**src/rtl/jtdsp16_cache.sv**
```systemverilog
// jtdsp16_cache: instruction cache and loop sequencer for DSP16 do/redo blocks
module jtdsp16_cache #(
    parameter int DW    = 16,
    parameter int DEPTH = 15
) (
    input  logic          clk,
    input  logic          rst,
    input  logic          cen,
    input  logic          do_start,
    input  logic [10:0]   do_data,
    input  logic          ins_adv,
    input  logic [DW-1:0] rom_dout,
    output logic [DW-1:0] instr_dout,
    output logic          cache_sel,
    output logic          pc_hold,
    output logic          busy,
    output logic          loop_end,
    output logic [3:0]    cache_n
);
    typedef enum logic [1:0] {IDLE, LOAD, REPLAY} state_t;

    state_t        state_q;
    logic [DW-1:0] mem_q [DEPTH];
    logic [3:0]    wr_ptr_q, rd_ptr_q, cache_n_q;
    logic [6:0]    iter_q;
    logic          cache_sel_q, pc_hold_q, loop_end_q;
    logic [3:0]    do_n;
    logic [6:0]    do_k;
    logic          last_wr, last_rd;

    assign do_n       = do_data[10:7];
    assign do_k       = do_data[6:0];
    assign last_wr    = wr_ptr_q == cache_n_q - 4'd1;
    assign last_rd    = rd_ptr_q == cache_n_q - 4'd1;
    assign instr_dout = cache_sel_q ? mem_q[rd_ptr_q] : rom_dout;
    assign cache_sel  = cache_sel_q;
    assign pc_hold    = pc_hold_q;
    assign busy       = state_q != IDLE;
    assign loop_end   = loop_end_q;
    assign cache_n    = cache_n_q;

    // Capture ROM words into the block store while loading; contents survive reset
    always_ff @(posedge clk) begin
        if (cen && ins_adv && state_q == LOAD) mem_q[wr_ptr_q] <= rom_dout;
    end

    // Loop sequencer: load the block once, then replay it until the iteration count runs out
    always_ff @(posedge clk or posedge rst) begin
        if (rst) begin
            state_q     <= IDLE;
            wr_ptr_q    <= 4'd0;
            rd_ptr_q    <= 4'd0;
            cache_n_q   <= 4'd0;
            iter_q      <= 7'd0;
            cache_sel_q <= 1'b0;
            pc_hold_q   <= 1'b0;
            loop_end_q  <= 1'b0;
        end else if (cen) begin
            loop_end_q <= 1'b0;
            case (state_q)
                IDLE: if (do_start) begin
                    if (do_n != 4'd0) begin
                        cache_n_q <= do_n;
                        iter_q    <= (do_k == 7'd0) ? 7'd0 : do_k - 7'd1;
                        wr_ptr_q  <= 4'd0;
                        state_q   <= LOAD;
                    end else if (cache_n_q != 4'd0) begin
                        iter_q      <= (do_k == 7'd0) ? 7'd1 : do_k;
                        rd_ptr_q    <= 4'd0;
                        state_q     <= REPLAY;
                        cache_sel_q <= 1'b1;
                        pc_hold_q   <= 1'b1;
                    end
                end
                LOAD: if (ins_adv) begin
                    wr_ptr_q <= wr_ptr_q + 4'd1;
                    if (last_wr) begin
                        if (iter_q == 7'd0) begin
                            state_q    <= IDLE;
                            loop_end_q <= 1'b1;
                        end else begin
                            rd_ptr_q    <= 4'd0;
                            state_q     <= REPLAY;
                            cache_sel_q <= 1'b1;
                            pc_hold_q   <= 1'b1;
                        end
                    end
                end
                REPLAY: if (ins_adv) begin
                    rd_ptr_q <= last_rd ? 4'd0 : rd_ptr_q + 4'd1;
                    if (last_rd) begin
                        iter_q <= iter_q - 7'd1;
                        if (iter_q == 7'd1) begin
                            state_q     <= IDLE;
                            loop_end_q  <= 1'b1;
                            cache_sel_q <= 1'b0;
                            pc_hold_q   <= 1'b0;
                        end
                    end
                end
                default: state_q <= IDLE;
            endcase
        end
    end
endmodule

```
**config.mk**
```make
export PLATFORM = sky130hd
export DESIGN_NAME = jtdsp16_cache
export DESIGN_NICKNAME = d
export VERILOG_FILES = /design/src/rtl/jtdsp16_cache.sv
export SDC_FILE = /design/constraint.sdc
export NUM_CORES = 1
export LEC_CHECK = 0
export ABC_AREA = 1
export CORE_UTILIZATION = 55
export DETAILED_ROUTE_END_ITERATION = 10
export HOLD_SLACK_MARGIN = 0.1
export PLACE_DENSITY = 0.78
export SYNTH_ARGS = -nofsm -noshare
export SYNTH_HDL_FRONTEND = slang
export SYNTH_SLANG_ARGS = --single-unit
```
**constraint.sdc**
```tcl
create_clock -name clk -period 3.22 [get_ports clk]
set_input_delay 0.644 -clock clk [delete_from_list [all_inputs] [get_ports clk]]
set_output_delay 0.644 -clock clk [all_outputs]
set_load 0.1 [all_outputs]
```
==> results of run 1 <==
where the power goes:
part	internal, mW	switching, mW	total [mW]
Combinational	1.85	4.26	6.10
Sequential	3.90	0.177	4.08
Clock	1.75	1.26	3.02
Total	7.50	5.69	13.2
routing by layer:
layer,part of all wire,up-vias,GRT usage
li1,-,3836,-
met1,0.38,3945,0.3578
met2,0.49,449,0.4576
met3,0.094,78,0.04469
met4,0.035,0,0.1094
met5,0,-,0
final cells by class:
class,instances,area [sq um]
Sequential cell,263,7787
Fill cell,1451,6755
Multi-Input combinational cell,693,3286
Timing Repair Buffer,110,1142
Clock buffer,31,679.4
Tap cell,270,337.8
Inverter,50,195.2
Clock inverter,17,181.4
final timing paths:
kind / from / to / cells after the start
worst max-delay path: rd_ptr_q[0] / instr_dout[7] / 8
worst min-delay path: rst / rd_ptr_q[1] / 2
worst max register to register: state_q[1] / mem_q[12][2] / 7
worst min register to register: loop_end / loop_end / 2
max in group asynchronous: rst / iter_q[0] / 3
min in group clk: loop_end / loop_end / 2
placed cells by master, fill, tap and decap left out, types with 2 or more instances in the layout:
| cell type | count |
|---|---|
| inv_2 | 5 |
| xor2_1 | 8 |
| clkbuf_16 | 26 |
| nand4_1 | 5 |
| ha_1 | 14 |
| nand2_4 | 2 |
| clkdlybuf4s50_1 | 31 |
| o2111ai_1 | 13 |
| nor2_1 | 71 |
| a21oi_1 | 32 |
| clkinv_2 | 5 |
| buf_4 | 58 |
| bufinv_16 | 3 |
| clkinv_1 | 4 |
| nand3_1 | 101 |
| inv_1 | 42 |
| buf_12 | 17 |
| nand2_1 | 347 |
| o21ai_1 | 4 |
| dfrtp_1 | 21 |
| mux2i_1 | 3 |
| edfxtp_1 | 240 |
| clkbuf_1 | 4 |
| o21ai_2 | 4 |
| a211oi_1 | 5 |
| clkinvlp_4 | 6 |
| buf_8 | 3 |
| a21boi_0 | 6 |
| nor3_2 | 3 |
| nor2_2 | 3 |
| a31oi_1 | 8 |
| o21ai_0 | 44 |
| o211ai_1 | 7 |
| nor3_1 | 5 |
state kept, by name (all words and copies together) (netlist names):
name      cells
state_q       2
cache_n       4
wr_ptr_q      4
loop_end      1
mem_q       240
pc_hold       1
rd_ptr_q      4
iter_q        7
logic make-up (layout without fill, tap and decap cells):
family                   after synthesis  in the layout  share of synthesized area
AO/OA/AOI/OAI                        125            125                    0.06523
flip-flops                           263            263                     0.6784
adder cells (fa/ha/maj)               14             14                    0.01527
XOR/XNOR                               9              9                   0.006872
buffers and inverters                 99            208                    0.03698
AND/OR/NAND/NOR                      542            542                     0.1946
multiplexers                           3              3                   0.002618
stage by stage:
stage	cell area, sq um	power (mW)	cells
final	13610	13.19	1434
after global routing	13610	13.79	1434
after CTS	13560	13.14	1431
after detailed placement	12690	10.12	1383
after global placement	12690	10.00	1383
after floorplan	11470	8.173	1055
worst max-delay path, cell delays in order, from the launching register on:
cell and delay (ns):
dfrtp_4 0.57, buf_12 0.32, nand2_1 0.13, nand3_1 0.14
nand3_1 0.09, nor2_1 0.17, a21oi_1 0.08, o21ai_2 0.24
buf_12 0.21
what timing repair did:
action / in CTS / in global routing
resized for setup: 3 / 9
setup endpoints to repair: 8 / 13
setup buffers: 0 / 3
==> key figures, run 1 <==
GRT
  • First-pass GRT wire length: around 44 mm
  • Number of global-route vias before repair: just over 8000
  • Global route overflow: 0
  • Largest net degree at the start of global routing: 66
  • Tot GR Track Use: 0.2732
  • Initial antenna violation count: 0

CTS
  • Num CTS Buffers: 26
  • Hold Buf Count CTS: 0
  • TritonCTS sink count: about 260
  • CTS H-tree depth: 1
  • Clk buf depth: 3
  • CTS tree: built
  • Clock root cell: clkbuf_16
  • Clk_lat worst skew: approximately 0.54 ns
  • Clk slew on worst S/H paths: ~0.060 ns

Hold path
  • Hold/Removal Path Class: primary input to asynchronous set/reset pin

Timing
  • Slew Limit Fails: 0
  • Clock Skew: ~0.014 ns
  • Worst slew margin: 0.6094
  • Final setup fails: 0
  • Min Tclk post-route: between 3 and 4 ns
  • Worst Tran Pin Value: approximately 0.58 ns
  • Fin worst setup slack: between 0.07 and 0.08 ns
  • FMAX: 0.3176 GHz
  • Final setup TNS: 0 ns
  • Hold Slack: roughly 0.47 ns
  • Fin crit share: 0.9778
  • RSZ-0062 raised after global routing: yes
  • Final hold viol count: 0

Cells and area
  • # nets final: roughly 1200
  • Layout cells sized above 1: 0.1229
  • Post-layout utilization of the core: 0.6683
  • ANT cells: 0
  • Area grow syn2layout: 18.64%

Logic synthesis
  • Number of distinct library cells after synthesis: 37
  • Post-synth EDFFs: between 200 and 250
  • Synth top area cells: edfxtp_1, nand2_1, dfrtp_1
  • Post-Syn Area: 11470 sq um
  • Synth top area share: 0.6283
  • Largest area contributor in the netlist: edfxtp_1
  • Most common cell in the netlist: nand2_1
  • Mean Syn Cell Area: 10.87 sq um
  • Post-synthesis sequential area ratio: 0.6784
  • Syn nets: 1101
  • Main synth FF type: edfxtp_1
  • Post-synth top cells: nand2_1, edfxtp_1, nand3_1, nor2_1, o21ai_0
  • Yosys reg bits: between 200 and 300
  • Warnings, synthesis: 0
  • Syn Inst Count: 1055
  • Async SR Flop Fraction: 0.08745

Routing
  • Vias: 8308
  • Iter 0 DRT Violations: slightly below 800
  • DRT Wirelength: between 20 and 30 mm
  • DRC: 0
  • DR pass1 iterations: 5
  • WL/cell: 19.99 um
  • ANT nets after route: 0
  • Vias/cell: ~5.8

Floorplan
  • Die Y: 146.4 um
  • Die area: around 21000 sq um
  • CORE AREA: a little over 20000 sq um
  • Die Wd: 146.4 um
  • I/O pin cnt: 56
  • Initial Util: 0.5633
  • FP Rows: 52

Worst setup path
  • Required time of the critical path: 2.58 ns
  • Kind of critical path: flip-flop to primary output
  • Crit. End Element: primary output
  • CP startpoint kind: flip-flop
  • Critical path fanouts, max: 65
  • WP data arrival: about 2.5 ns
  • Reg2Reg Setup Slack: between 0.9 and 1 ns

Power
  • Worst IR Drop VDD: around 0.00074 V
  • Power Density: approximately 970 nW/um^2
  • Leakage power: about 5.2 nW

Placed design
  • Dpl ws: 0.5558 ns
  • HPWL Detailed: between 15 and 20 mm
  • Count of input and output buffers: 55
  • Placer Congestion: roughly 0.9

Status
  • Status: completed

Run
  • Max Cap Violations: 0
(Power assumes the default switching activity.)
==> run 2, diff against run 1 <==
--- a/config.mk
+++ b/config.mk
@@ -6,10 +6,11 @@
 export NUM_CORES = 1
 export LEC_CHECK = 0
 export ABC_AREA = 1
-export CORE_UTILIZATION = 55
+export CORE_MARGIN = 8
+export CORE_UTILIZATION = 40
 export DETAILED_ROUTE_END_ITERATION = 10
 export HOLD_SLACK_MARGIN = 0.1
-export PLACE_DENSITY = 0.78
+export PLACE_DENSITY = 0.61
 export SYNTH_ARGS = -nofsm -noshare
 export SYNTH_HDL_FRONTEND = slang
 export SYNTH_SLANG_ARGS = --single-unit
==> run 2 against run 1 <==
Combinational power rose by 0.7%. Critical endpoint is now instr_dout[0]. Sequential cell count is the same. Clock skew decreased by 0.0021 ns. Critical path type unchanged.
==> key figures, run 2 (same netlist as run 1, synthesis figures left out) <==
Worst setup path
  • Crit. End Element: primary output
  • Most frequent CP cell: nand2_1
  • Critical path fanouts, max: 10
  • Slowest cell on crit path: dfrtp_1
  • Critical-path cell list: buf_6 -> nand2_2 -> inv_1 -> buf_4 -> a211oi_1 -> nand2_1 -> nand3_1 -> nand2_1 -> buf_12
  • Slowest stage delay, CP: approximately 0.44 ns
  • Dominant delay contributor by cell family on the critical path: buffers and inverters
  • Required time of the critical path: between 2 and 3 ns
  • WP data arrival: 2.43 ns
  • CP bufs+invs: 4
  • Kind of critical path: flip-flop to primary output
  • CP startpoint kind: flip-flop

Hold path
  • Hold/Removal Path Class: flip-flop to flip-flop

GRT
  • Global route overflow: 0
  • Met3 Track Usage GR: 0.02570
  • Number of global-route vias before repair: roughly 8000
  • Tot GR Track Use: 0.1719
  • First-pass GRT wire length: between 40 and 50 mm
  • Grt met1 use: 0.2223
  • Grt met2 use: 0.2936
  • Largest net degree at the start of global routing: 72
  • Most used routing layer: met2
  • Initial antenna violation count: 0

Cells and area
  • Multi-input logic area: 3298 sq um
  • Area grow syn2layout: 20.34%
  • Most common cell after layout, fill and taps aside: nand2_1
  • Commonest non-fill, non-tap cells in the layout: nand2_1, edfxtp_1, nand3_1, nor2_1, buf_4
  • Fillers: 2591
  • Largest reg by FF count: mem_q
  • Max reg flops: 240
  • Biggest regs: mem_q (240), iter_q (7)
  • ANT cells: 0
  • FF+latch area: around 7800 sq um
  • Layout cells sized above 1: 0.1227
  • # nets final: 1193

Timing
  • Fin crit share: 0.9545
  • Worst slew margin: 0.5107
  • Final setup TNS: 0 ns
  • Min Tclk post-route: approximately 3 ns
  • Hold Slack: about 0.52 ns
  • FMAX: around 0.33 GHz
  • Slew Limit Fails: 0
  • Final setup fails: 0
  • Worst Tran Pin Value: between 0.7 and 0.8 ns
  • RSZ-0062 raised after global routing: no
  • Clock Skew: approximately 0.011 ns
  • Final hold viol count: 0

Power
  • NetSw: 5.618 mW
  • P_int: approximately 7.5 mW
  • Gate power share: 0.467
  • Sequential share of power: 0.308
  • Clk pwr share: 0.225
  • Worst IR Drop VDD: around 0.00065 V
  • Power Density: around 950 nW/um^2
  • Switching Share: 0.4273
  • Leakage power: between 5 and 6 nW

CTS
  • Clk_lat worst skew: about 0.52 ns
  • Setup Fix Bufs, Post-CTS: 0
  • Clk slew on worst S/H paths: 0.06 ns
  • CTS H-tree depth: 1
  • Num CTS Buffers: 27
  • Hold Buf Count CTS: 0
  • CTS tree: built
  • Clk buf depth: 3
  • Clock root cell: clkbuf_16
  • TritonCTS sink count: between 200 and 300

Placed design
  • Count of input and output buffers: 55
  • HPWL Detailed: 18.32 mm
  • Placer Congestion: approximately 0.84

Floorplan
  • Die Wd: between 150 and 200 um
  • Die area: 34350 sq um
  • I/O pin cnt: 56
  • Initial Util: 0.4029
  • Die Y: approximately 190 um
  • CORE AREA: between 20000 and 30000 sq um
  • FP Rows: 62

Routing
  • DR pass1 iterations: 5
  • ANT nets after route: 0
  • WL/cell: roughly 19 um
  • DRC: 0
  • Vias: 7947
  • Iter 0 DRT Violations: between 600 and 700
  • Vias/cell: between 5 and 6
  • DRT Wirelength: around 29 mm

Status
  • Status: completed

Run
  • Max Cap Violations: 0
run 2: power groups by stage:
stage	Combinational [mW]	Sequential, mW	Clock (mW)
after global routing	6.63	4.08	3.14
after floorplan	3.87	4.30	0
after global placement	6.08	4.11	0
after CTS	6.13	4.05	3.00
after detailed placement	6.11	4.12	0
final	6.14	4.05	2.96
run 2: tightest hold or removal path: stages, from the launching register on:
cell	delay [ns]
dfrtp_1	0.36
nand2_1	0.06
nand2_1	0.06
run 2: area by class of cell:
| type | instances | share of cell area |
|---|---|---|
| flip-flops and latches | 263 | 0.5641 |
| multi-input cells | 693 | 0.2389 |
| repair buffers | 112 | 0.08756 |
| clock buffers | 40 | 0.05683 |
| well taps | 384 | 0.03480 |
| inverters | 50 | 0.01378 |
| clock inverters | 7 | 0.003988 |
run 2: final timing paths:
| check | start | endpoint | slack (ns) | depth (start not counted) |
|---|---|---|---|---|
| min in group asynchronous | rst | iter_q[2] | 0.54 | 2 |
| hold reg to reg | loop_end | loop_end | 0.52 | 2 |
| setup / recovery | rd_ptr_q[2] | instr_dout[0] | 0.15 | 9 |
| max in group asynchronous | rst | cache_n[1] | 2.09 | 3 |
| setup reg to reg | state_q[1] | mem_q[5][9] | 0.83 | 7 |
| hold / removal | loop_end | loop_end | 0.52 | 2 |
run 2: stage by stage:
stage	total power [mW]	utilization	cell area (sq um)	setup slack (ns)	cells
after floorplan	8.173	-	11470	0.2650	1055
after global placement	10.18	0.4540	12920	0.5465	1501
after detailed placement	10.23	0.4540	12920	0.5037	1501
after CTS	13.18	0.4836	13770	0.06111	1548
after global routing	13.85	0.4849	13800	0.001942	1549
final	13.15	0.4849	13800	0.1464	1549
run 2: repair_timing:
action                                  4_1_cts  5_1_grt
resized for setup                             1        5
endpoints found under the setup margin        2        7
gates cloned                                  0        1
run 2: layer usage:
metal	vias to the layer above	routed length, um
met5	-	0
met4	0	834
met3	56	1955
met2	277	14060
met1	3779	12260
li1	3835	-
==> run 3, diff against run 2 <==
--- a/config.mk
+++ b/config.mk
@@ -9,6 +9,7 @@
 export CORE_MARGIN = 8
 export CORE_UTILIZATION = 40
 export DETAILED_ROUTE_END_ITERATION = 10
+export GPL_TIMING_DRIVEN = 0
 export HOLD_SLACK_MARGIN = 0.1
 export PLACE_DENSITY = 0.61
 export SYNTH_ARGS = -nofsm -noshare
==> run 3 against run 2 <==
Utilization up 0.84 points. Critical path depth down 2. Count of clock-buffer cells in the layout down 4. Non-clock buffer count up 8. Power up 4.5%. Register-to-register slack worse by 0.39 ns. Sequential share of layout area down 0.99 points. Setup slack worse by 0.090 ns. Hold slack worse by 0.014 ns. Wire length up 10%. Largest cell class unchanged. Highest routed layer unchanged.
==> key figures, run 3 (same netlist as run 1, synthesis figures left out) <==
Cells and area
  • Post-layout utilization of the core: 0.4933
  • Most common cell after layout, fill and taps aside: nand2_1
  • Fillers: around 2500
  • Design area: ~14000 sq um
  • # nets final: approximately 1200
  • FF+latch area: around 7800 sq um
  • Commonest non-fill, non-tap cells in the layout: nand2_1, edfxtp_1, nand3_1, nor2_1, o21ai_0
  • Multi-input logic area: between 3000 and 4000 sq um
  • Post-route insts no fill: between 1500 and 2000
  • Biggest regs: mem_q (240), iter_q (7)
  • Max reg flops: 240
  • Layout cells sized above 1: 0.1424
  • ANT cells: 0
  • Largest reg by FF count: mem_q
  • Area grow syn2layout: 22.44%

Worst setup path
  • Most frequent CP cell: nand2_1
  • Kind of critical path: flip-flop to primary output
  • Slowest stage delay, CP: slightly above 0.5 ns
  • Crit path launch: rd_ptr_q[3]
  • Crit. End Element: primary output
  • Critical-path cell list: buf_2 -> clkbuf_1 -> o2111ai_1 -> nand2_1 -> nand2_1 -> nand2_1 -> buf_12
  • FF-to-FF path depth: 8
  • CP startpoint kind: flip-flop
  • Slowest cell on crit path: clkbuf_1
  • Reg2Reg Setup Slack: between 0.4 and 0.5 ns
  • Critical path fanouts, max: 10
  • Reg2reg end: mem_q[7][9]
  • Origin of the critical flop-to-flop path: state_q[1]
  • WP data arrival: roughly 2.5 ns
  • Required time of the critical path: 2.58 ns

Routing
  • Top Layer Used: met4
  • Vias: 8163
  • DRC: 0
  • Met3 routed wirelength: 2.520 mm
  • M1 WL: around 13 mm
  • Iter 0 DRT Violations: 775
  • ANT nets after route: 0
  • DRT Wirelength: between 30 and 40 mm
  • Wire length on met2: roughly 15 mm
  • Vias/cell: between 5 and 6
  • DR pass1 iterations: 5
  • WL/cell: just over 20 um

GRT
  • Initial antenna violation count: 0
  • Tot GR Track Use: 0.1891
  • Number of global-route vias before repair: about 8000
  • Global route overflow: 0
  • Largest net degree at the start of global routing: 24
  • First-pass GRT wire length: around 48 mm

Placed design
  • Cell area after placement: 12820 sq um
  • HPWL Detailed: between 20 and 25 mm
  • Post-Place Cells: about 1500
  • Count of input and output buffers: 55
  • Placer Congestion: around 0.82

CTS
  • CTS H-tree depth: 1
  • CTS tree: built
  • Clk buf depth: 3
  • Clock root cell: clkbuf_16
  • Clk slew on worst S/H paths: about 0.06 ns
  • Setup Fix Bufs, Post-CTS: 0
  • Clk_lat worst skew: between 0.5 and 0.6 ns
  • Num CTS Buffers: 29
  • Hold Buf Count CTS: 0
  • TritonCTS sink count: ~260

Timing
  • Fin crit share: 0.9826
  • Final setup fails: 0
  • Worst slew margin: 0.2956
  • Hold Slack: between 0.5 and 0.6 ns
  • Slew Limit Fails: 0
  • Min Tclk post-route: ~3.2 ns
  • Final hold viol count: 0
  • Clock Skew: 0.01668 ns
  • RSZ-0062 raised after global routing: yes
  • FMAX: between 0.3 and 0.4 GHz
  • Worst Tran Pin Value: 1.051 ns

Power
  • Leakage power: 5.314 nW
  • Power, Total: approximately 14 mW
  • Power Density: between 900 and 1000 nW/um^2
  • Worst IR Drop VDD: around 0.00068 V

Floorplan
  • Die Wd: 185.3 um
  • I/O pin cnt: 56
  • Initial Util: 0.4029
  • Die area: 34350 sq um
  • FP Rows: just over 60
  • CORE AREA: 28470 sq um
  • Die Y: 185.3 um

Run
  • Max Cap Violations: 0

Hold path
  • Cell depth of the worst min-delay path: 2
  • HP Start: loop_end
  • WHS Endpoint: loop_end
  • Hold/Removal Path Class: flip-flop to flip-flop

Status
  • Status: completed
-- run 3: critical path: cells and delay by family (launching register included) --
kind | cells | cell delay, ns
DFF | 1 | 0.32
AOI/OAI and AO/OA | 1 | 0.34
buffers and inverters | 3 | 0.99
and+or+nand+nor | 3 | 0.32
-- run 3: timing repair --
action,CTS,global route
gates resized for setup,144,45
cloned,0,0
endpoints found under the setup margin,17,16
hold endpoints to repair,0,0
-- run 3: cell type report --
type / instances / area share
flip-flops and latches: 263 / 0.5542
multi-input cells: 693 / 0.2394
repair buffers: 71 / 0.06049
clock buffers: 36 / 0.05710
well taps: 384 / 0.03421
plain buffers: 49 / 0.02459
clock inverters: 18 / 0.01577
inverters: 50 / 0.01425
-- run 3: power by group --
| part | internal [mW] | switching [mW] | leakage [nW] | total, mW |
|---|---|---|---|---|
| clock network | 2.10 | 1.37 | 0.494 | 3.47 |
| logic | 1.68 | 4.56 | 2.37 | 6.24 |
| registers | 3.90 | 0.135 | 2.45 | 4.03 |
| total | 7.67 | 6.06 | 5.31 | 13.7 |
-- run 3: per-layer routing --
layer,up-vias,GRT usage
met5,-,0
met4,0,0.05474
met3,54,0.03511
met2,316,0.3209
met1,3915,0.2436
li1,3878,-
-- run 3: worst max path at each step --
stage          slack [ns]  cells after the start             end
2_1_floorplan        0.27                      3   instr_dout[7]
3_3_place_gp        -1.23                      5   mem_q[11][12]
4_1_cts            -0.006                      8   instr_dout[6]
6_report             0.06                      7  instr_dout[10]
5_1_grt             -0.03                     11  instr_dout[10]
3_5_place_dp        -0.63                     10   instr_dout[6]
-- run 3: through the flow --
stage | setup TNS [ns] | setup WS, ns
global route | -0.02673 | -0.02673
CTS | -0.006318 | -0.006318
global placement | -126.15 | -1.231
detailed placement | -8.726 | -0.6303
finish | 0 | 0.05603
floorplan | 0 | 0.2650
